**src/rtl/pu_riscv_ram_queue_prog_if.sv**
```systemverilog
`default_nettype none
// ----------------------------------------------------------------------------
// pu_riscv_ram_queue_prog_if : control, data and status bundle of the queue
// Revision: 1.0
// ----------------------------------------------------------------------------
interface pu_riscv_ram_queue_prog_if #(
  parameter int DEPTH = 8,
  parameter int DBITS = 64
);
  localparam int CBITS = $clog2(DEPTH + 1);

  logic             clr_i;
  logic             ena_i;
  logic             we_i;
  logic [DBITS-1:0] d_i;
  logic             re_i;
  logic [DBITS-1:0] q_o;
  logic             empty_o;
  logic             full_o;
  logic             almost_empty_o;
  logic             almost_full_o;
  logic [CBITS-1:0] aempty_thr_i;
  logic [CBITS-1:0] afull_thr_i;
  logic [CBITS-1:0] count_o;
  logic             overflow_o;
  logic             underflow_o;
  logic             err_clr_i;

  modport master (
    output clr_i, ena_i, we_i, d_i, re_i, aempty_thr_i, afull_thr_i, err_clr_i,
    input  q_o, empty_o, full_o, almost_empty_o, almost_full_o, count_o,
           overflow_o, underflow_o
  );

  modport slave (
    input  clr_i, ena_i, we_i, d_i, re_i, aempty_thr_i, afull_thr_i, err_clr_i,
    output q_o, empty_o, full_o, almost_empty_o, almost_full_o, count_o,
           overflow_o, underflow_o
  );
endinterface
`default_nettype wire

```
**src/rtl/pu_riscv_ram_queue_prog.sv**
```systemverilog
`default_nettype none
// ----------------------------------------------------------------------------
// pu_riscv_ram_queue_prog : fall-through queue, any DEPTH, programmable flags
// Revision: 1.0
// ----------------------------------------------------------------------------
module pu_riscv_ram_queue_prog #(
  parameter int DEPTH = 8,
  parameter int DBITS = 64
) (
  input  logic                     clk_i,
  input  logic                     rst_i,
  pu_riscv_ram_queue_prog_if.slave bus
);
  localparam int CBITS = $clog2(DEPTH + 1);
  localparam int PBITS = $clog2(DEPTH);
  localparam logic [CBITS-1:0] DEPTH_C  = CBITS'(DEPTH);
  localparam logic [PBITS-1:0] PTR_LAST = PBITS'(DEPTH - 1);

  logic [DBITS-1:0] mem [DEPTH];
  logic [PBITS-1:0] rp, wp;
  logic [CBITS-1:0] count, count_next;
  logic             empty, full, aempty, afull, ovf, unf;
  logic             op_en, wr_ok, rd_ok, set_ovf, set_unf;

  // clr_i outranks ena_i, so it also masks the accept and error terms
  always_comb begin
    op_en   = bus.ena_i & ~bus.clr_i;
    wr_ok   = op_en & bus.we_i & (~full | bus.re_i);
    rd_ok   = op_en & bus.re_i & ~empty;
    set_ovf = op_en & bus.we_i & full & ~bus.re_i;
    set_unf = op_en & bus.re_i & empty;
    if (bus.clr_i)
      count_next = '0;
    else
      count_next = count + CBITS'(wr_ok) - CBITS'(rd_ok);
  end

  always_ff @(posedge clk_i or posedge rst_i) begin
    if (rst_i) begin
      rp     <= '0;
      wp     <= '0;
      count  <= '0;
      empty  <= 1'b1;
      full   <= 1'b0;
      aempty <= 1'b1;
      afull  <= 1'b0;
    end else begin
      if (bus.clr_i) begin
        rp <= '0;
        wp <= '0;
      end else begin
        if (wr_ok) wp <= (wp == PTR_LAST) ? '0 : wp + 1'b1;
        if (rd_ok) rp <= (rp == PTR_LAST) ? '0 : rp + 1'b1;
      end
      count  <= count_next;
      empty  <= (count_next == '0);
      full   <= (count_next == DEPTH_C);
      aempty <= (bus.aempty_thr_i >= DEPTH_C) | (count_next <= bus.aempty_thr_i);
      afull  <= (bus.afull_thr_i == '0) | (count_next >= bus.afull_thr_i);
    end
  end

  // A flag being set in the same cycle as err_clr_i stays set
  always_ff @(posedge clk_i or posedge rst_i) begin
    if (rst_i) begin
      ovf <= 1'b0;
      unf <= 1'b0;
    end else begin
      if (set_ovf)                    ovf <= 1'b1;
      else if (op_en & bus.err_clr_i) ovf <= 1'b0;
      if (set_unf)                    unf <= 1'b1;
      else if (op_en & bus.err_clr_i) unf <= 1'b0;
    end
  end

  always_ff @(posedge clk_i) begin
    if (wr_ok) mem[wp] <= bus.d_i;
  end

  assign bus.q_o            = (count != '0) ? mem[rp] : '0;
  assign bus.count_o        = count;
  assign bus.empty_o        = empty;
  assign bus.full_o         = full;
  assign bus.almost_empty_o = aempty;
  assign bus.almost_full_o  = afull;
  assign bus.overflow_o     = ovf;
  assign bus.underflow_o    = unf;

endmodule
`default_nettype wire
```
**src/flat_wrapper.sv**
```systemverilog
// flat-port wrapper written by rule: the top's interface ports become plain ports
module pu_riscv_ram_queue_prog_flat 
#(
  parameter int DEPTH = 8,
  parameter int DBITS = 64
)
  (clk_i, rst_i, bus_clr_i, bus_ena_i, bus_we_i, bus_d_i, bus_re_i, bus_aempty_thr_i, bus_afull_thr_i, bus_err_clr_i, bus_q_o, bus_empty_o, bus_full_o, bus_almost_empty_o, bus_almost_full_o, bus_count_o, bus_overflow_o, bus_underflow_o);
  pu_riscv_ram_queue_prog_if #(.DEPTH(DEPTH), .DBITS(DBITS)) bus_i ();
  input  logic clk_i;
  input  logic rst_i;
  input wire logic [$bits(bus_i.clr_i)-1:0] bus_clr_i;
  input wire logic [$bits(bus_i.ena_i)-1:0] bus_ena_i;
  input wire logic [$bits(bus_i.we_i)-1:0] bus_we_i;
  input wire logic [$bits(bus_i.d_i)-1:0] bus_d_i;
  input wire logic [$bits(bus_i.re_i)-1:0] bus_re_i;
  input wire logic [$bits(bus_i.aempty_thr_i)-1:0] bus_aempty_thr_i;
  input wire logic [$bits(bus_i.afull_thr_i)-1:0] bus_afull_thr_i;
  input wire logic [$bits(bus_i.err_clr_i)-1:0] bus_err_clr_i;
  output wire logic [$bits(bus_i.q_o)-1:0] bus_q_o;
  output wire logic [$bits(bus_i.empty_o)-1:0] bus_empty_o;
  output wire logic [$bits(bus_i.full_o)-1:0] bus_full_o;
  output wire logic [$bits(bus_i.almost_empty_o)-1:0] bus_almost_empty_o;
  output wire logic [$bits(bus_i.almost_full_o)-1:0] bus_almost_full_o;
  output wire logic [$bits(bus_i.count_o)-1:0] bus_count_o;
  output wire logic [$bits(bus_i.overflow_o)-1:0] bus_overflow_o;
  output wire logic [$bits(bus_i.underflow_o)-1:0] bus_underflow_o;
  assign bus_i.clr_i = bus_clr_i;
  assign bus_i.ena_i = bus_ena_i;
  assign bus_i.we_i = bus_we_i;
  assign bus_i.d_i = bus_d_i;
  assign bus_i.re_i = bus_re_i;
  assign bus_i.aempty_thr_i = bus_aempty_thr_i;
  assign bus_i.afull_thr_i = bus_afull_thr_i;
  assign bus_i.err_clr_i = bus_err_clr_i;
  assign bus_q_o = bus_i.q_o;
  assign bus_empty_o = bus_i.empty_o;
  assign bus_full_o = bus_i.full_o;
  assign bus_almost_empty_o = bus_i.almost_empty_o;
  assign bus_almost_full_o = bus_i.almost_full_o;
  assign bus_count_o = bus_i.count_o;
  assign bus_overflow_o = bus_i.overflow_o;
  assign bus_underflow_o = bus_i.underflow_o;
  pu_riscv_ram_queue_prog #(.DEPTH(DEPTH), .DBITS(DBITS)) u_core (.clk_i(clk_i), .rst_i(rst_i), .bus(bus_i));
endmodule
```
**config.mk**
```make
export PLATFORM = sky130hd
export DESIGN_NAME = pu_riscv_ram_queue_prog_flat
export DESIGN_NICKNAME = d
export VERILOG_FILES = /design/src/rtl/pu_riscv_ram_queue_prog_if.sv /design/src/rtl/pu_riscv_ram_queue_prog.sv /design/src/flat_wrapper.sv
export SDC_FILE = /design/constraint.sdc
export NUM_CORES = 1
export LEC_CHECK = 0
export ABC_AREA = 1
export BUFFER_PORTS_ARGS = -buffer_cell sky130_fd_sc_hd__buf_4
export CAP_MARGIN = 20
export CORE_MARGIN = 3
export CORE_UTILIZATION = 60
export DETAILED_ROUTE_END_ITERATION = 12
export PLACE_DENSITY = 0.79
export SETUP_SLACK_MARGIN = 0.1
export SYNTH_ARGS = -nofsm -noshare
export SYNTH_HDL_FRONTEND = slang
export SYNTH_SLANG_ARGS = --single-unit
```
**constraint.sdc**
```tcl
create_clock -name clk_i -period 4.2 [get_ports clk_i]
set_input_delay 0.63 -clock clk_i [delete_from_list [all_inputs] [get_ports clk_i]]
set_output_delay 0.63 -clock clk_i [all_outputs]
set_load 0.02 [all_outputs]
```
---- After elaboration in Yosys (flattened, before gate mapping) ----
Memory sizes are Yosys's and may differ from the RTL's.
Index checks and enable logic that the tools add are counted.
operators by class
  bitwise gates (word level) .............. 16
  equal/unequal tests ..................... 3
  add/sub/neg operators ................... 4
  reductions and logical operators ........ 7
  magnitude comparators ................... 3
  multiplexer cells ....................... 13
operators by type and width
  cell                                                           number
  64-bit two-way mux                                             1
  3-bit two-way mux                                              6
  1-bit bitwise AND                                              9
  4-bit logical NOT                                              2
  2-bit nonzero test                                             4
  3-bit by 1-bit adder with 3-bit output, second input constant  2
  3-bit equality test, second input constant                     2
  1-bit two-way mux                                              5
  4-bit by 1-bit adder with 4-bit output                         1
  4-bit equality test, second input constant                     1
  4-bit greater-or-equal comparator                              1
  4-bit greater-or-equal comparator, second input constant       1
  4-bit <= comparator                                            1
  4-bit two-way mux                                              1
  1-bit NOT                                                      4
  4-bit nonzero test                                             1
  4-bit by 1-bit subtractor with 4-bit output                    1
  1-bit bitwise OR                                               3
word-level totals
  bits in registers ....................... 16
  memories ................................ 1
  output and inout port bits .............. 74
  bits of input ports ..................... 79
  word-level logic and storage cells ...... 56
  memory bits (writable) .................. 512
memory list
  memory      depth  bits a word  rd ports  clocked after memory_dff  wr ports  RTL line                       source
  u_core.mem  8      64           1         0                         1         pu_riscv_ram_queue_prog.sv:19  logic [DBITS-1:0] mem [DEPTH];

---- Logic depth before layout (Yosys ltp) ----
  depth after elaboration ................. 9
  depth in mapped cells ................... 15
  gate-level depth less buffers ........... 15

---- Worst setup path after synthesis ----
OpenSTA, ideal clock, no wires.
  path kind ............................... input port to flip-flop
  start ................................... input port bus_clr_i
  end ..................................... memory u_core.mem[1][0] (enable)
  buffers on the path ..................... 0
  data required time ...................... 3.714 ns
  library setup time ...................... 0.486 ns
  data arrival time ....................... 3.831 ns
  path slack .............................. -0.117 ns
  stages on the path ...................... 7
  cell sequence ........................... inv_2 -> nand2_1 -> nor2_1 -> nand2_1 -> inv_2 -> nand2_1 -> nor2_1
between the ends
  word-level cells in the longest chain between the ends .. 6
ends and longest elaborated chain
  element                                  RTL line                       source
  from (decl)                              flat_wrapper.sv:11             input wire logic [$bits(bus_i.clr_i)-1:0] bus_clr_i;
  1-bit NOT                                pu_riscv_ram_queue_prog.sv:27  op_en = bus.ena_i & ~bus.clr_i;
  1-bit bitwise AND                        pu_riscv_ram_queue_prog.sv:27
  1-bit bitwise AND (2 in series)          pu_riscv_ram_queue_prog.sv:28  wr_ok = op_en & bus.we_i & (~full | bus.re_i);
  1-bit two-way mux                        pu_riscv_ram_queue_prog.sv:77  if (wr_ok) mem[wp] <= bus.d_i;
  1-bit two-way mux (not written as such)  pu_riscv_ram_queue_prog.sv:77
  to (decl)                                pu_riscv_ram_queue_prog.sv:19
Every way passes these cells.

---- Worst setup path after layout ----
  start ................................... register u_core.rp[0]
  end ..................................... output port bus_q_o[26]
between the ends
  word-level cells in the longest chain between the ends .. 2
ends and longest elaborated chain
  element                 RTL line                       source
  from (decl)             pu_riscv_ram_queue_prog.sv:20  logic [PBITS-1:0] rp, wp;
  from (signal assigned)  pu_riscv_ram_queue_prog.sv:53  if (rd_ok) rp <= (rp == PTR_LAST) ? '0 : rp + 1'b1;
  memory read 8 x 64 bit  n/a
  64-bit two-way mux      pu_riscv_ram_queue_prog.sv:80  assign bus.q_o = (count != '0) ? mem[rp] : '0;
  to (decl)               flat_wrapper.sv:19             output wire logic [$bits(bus_i.q_o)-1:0] bus_q_o;
Every way passes these cells.

==> out/results.ini <==
[critical_path]
worst-endpoint-required_ns=3.57
cp_cell_sequence=buf_4, nand2_1, a21oi_1, nor2_1, nor2_1, buf_4
rrSetupSlack_ns=1.51
end_kind=primary output
path_max_fanout=98
critical_path_buf_inv_count=2
number_of_cells_on_the_worst_reg_to_reg_path=14
worst-endpoint-arrival_ns=2.76
timing.rr.start=u_core.bus.empty_o$_DFF_PP1_
timing_worst_setup_path_type=reg -> out
crit_cells=6
critical_path.top_delay_family=buffers and inverters
category_of_the_worst_setup_path_launch_point=flip-flop
critical-path-slowest-cell=buf_4
critPathMaxStageDelay_ns=0.82
regToRegEndpoint=u_core.bus.almost_full_o$_DFF_PP0_

[detailed_routing]
drt-pass1-iter-count=5
via_density_per_instance=5.38
number_of_antenna_violating_nets_in_the_routed_design=0
routedWlPerCell_microns=17.4
wire_length_reported_by_the_detailed_router_mm=49.3
detailedRoute.firstIterationViolations=1504
via_count=15242
drc=0

[global_route]
antenna_violations_before_repair=1
grt_first_pass_wirelength_mm=78.4
global_routing_usage_on_met1_pct=31.4
globalRouteTotalUtil_pct=24.4
grt_start_max_net_pins=194
globalRouteOverflowTotal=0
met3_usage_pct=4.16
gr_layer_usage_met2_pct=42.5
number_of_global_route_vias_before_repair=15476
highest_utilization_routing_layer_at_the_global_route_stage=met2

[timing]
slew_headroom_pct=24.3
setup_viol_count_final=0
rsz0062_at_grt=no
finalMaxSlewViolations=0
period_share_pct=80.8
fin_worst_skew_ns=0.0111
worstMarginPinSlew_ns=1.14
hold_viol_final=0
final.setup.worst_slack_ns=0.807
max_clock_freq_mhz=295
period_needed_ns=3.39

[clock_network]
clockBufferDepth=3
tritoncts=built
clk_pin_slew_ns=0.06
cts-hold-fix-buffers=0
cts_resized=0
post_cts_buffers=0
worst_skew_pair.late_latency_ns=0.56
cts_max_level=2
cts_buffers=51
numClockSinks=528
cts_root_buf=clkbuf_16

[yosys]
post_syn_nets=2262
yosysWarnings=0
yosysSeqAreaShare_pct=69.7
ys_seq_elements=528
post_synth_num_cell_types=21
post_synth_inst_count=2165
post_synth.cell_area_avg_sq_um=10.5
synth.cell_area_sq_um=22600

[power_and_ir_drop]
finalPower_mw=12.5
highest_ir_drop_seen_on_vdd_mv=0.507
leakage_nw=11.0
pwr_density_cell_nw_per_um2=484

[final_layout]
final_layout_size_suffix_gt1_share_pct=11.4
ff_latch_area_sq_um=15800
combined_area_of_the_multi_input_logic_cells_sq_um=5260
num_antenna_cells=0
finish.instance_area_sq_um=25800
layout.cells.most_common=nand2_1
most-common-layout-cells=nand2_1, edfxtp_1, inv_1
layout.filler_cells=2496
synthToLayoutAreaGrowth_pct=14.2
final_net_count=2387

[floorplanning]
io-pin-count=153
coreArea_sq_um=36900
fp.dieArea_sq_um=40100
die_h_microns=200
placement_rows=70
fp.dieW_microns=200
floorplan.initialDensity_pct=61.4

[placement]
placed_cell_area_sq_um=24200
io_buffers=152
preCtsSetupSlack_ns=1.27
routabilityCongestion=0.780
dp.final_hpwl_mm=26.2

[min_path]
hp-class=in -> async

[run]
max-cap-violations=0

[run_status]
run_status=complete, no violations

==> per-stage QoR <==
stage	hold slack, ns	TNS, ns	util, %	cells
after floorplan	0.542	-60.04	-	2165
after global placement	0.521	0	65.7	2741
after detailed placement	0.558	0	65.7	2741
after CTS	0.161	0	70.1	2835
after global routing	0.197	0	70.1	2835
final	0.165	0	70.1	2835
==> how the worst max path moves through the flow <==
stage                                                     to  slack [ns]                     start
after global routing                             bus_q_o[28]        0.62  u_core.rp[0]$_DFFE_PP0P_
after global placement    u_core.bus.almost_full_o$_DFF_PP0_        1.29                 bus_clr_i
after floorplan                   u_core.mem[1][0]$_DFFE_PP_       -0.12                 bus_clr_i
final                                            bus_q_o[26]        0.81  u_core.rp[0]$_DFFE_PP0P_
after CTS                                        bus_q_o[50]        0.79  u_core.rp[0]$_DFFE_PP0P_
after detailed placement  u_core.bus.almost_full_o$_DFF_PP0_        1.27                 bus_clr_i
==> worst register-to-register path, delay by kind of cell (launching register included) <==
kind,cells,cell delay (ns)
and+or+nand+nor,4,0.40
DFF,1,0.54
adders and majority gates,4,1.27
AOI/OAI and AO/OA,1,0.06
buffers and inverters,5,0.30
==> cell type report <==
cell class	count	share of cell area, %
inverters	293	4.28
flip-flops and latches	528	61.1
clock buffers	65	5.34
well taps	504	2.44
repair buffers	177	5.63
multi-input cells	1239	20.3
clock inverters	29	0.896
==> where the power goes <==
group,switching [mW],internal [mW],leakage (nW)
clock,1.85,2.56,0.795
combinational,1.44,0.742,5.41
sequential,0.0319,5.87,4.82
==> per-layer routing <==
layer	vias up	share of wire, %
met2	563	50
met4	2	2.4
met1	7317	40
met3	104	7.3
met5	-	0.026
li1	7256	-
==> state kept, by name (all words and copies together) (netlist names) <==
signal and count:
u_core.wp 3, u_core.bus.count_o 4, u_core.rp 3, u_core.bus.overflow_o 1, u_core.bus.full_o 1, u_core.bus.almost_empty_o 1, u_core.bus.underflow_o 1, u_core.mem 512
u_core.bus.empty_o 1, u_core.bus.almost_full_o 1
==> synth_stat cells <==
cell	number	area (sq um)
buf_4	22	165
inv_2	2	7.51
nand3_1	204	1020
ha_1	17	213
o21ai_0	9	45.0
inv_1	290	1090
o21bai_1	1	7.51
nor2_1	145	544
inv_4	1	6.26
buf_1	16	60.1
nand2_1	787	2950
dfstp_2	2	52.6
buf_6	4	45.0
o31ai_1	2	15.0
clkbuf_1	14	52.6
edfxtp_1	512	15400
buf_2	49	245
a21oi_1	69	345
nand4_1	4	25.0
dfrtp_1	14	350
fa_1	1	20.0
==> logic make-up (layout without fill, tap and decap cells) <==
group | after synthesis | in the layout | synth area share, %
AO/OA/AOI/OAI | 81 | 81 | 1.82
adder cells (fa/ha/maj) | 18 | 18 | 1.03
buffers and inverters | 398 | 564 | 7.38
flip-flops | 528 | 528 | 69.7
AND/OR/NAND/NOR | 1140 | 1140 | 20.1
No activity file was read; power rests on OpenSTA's default activity.
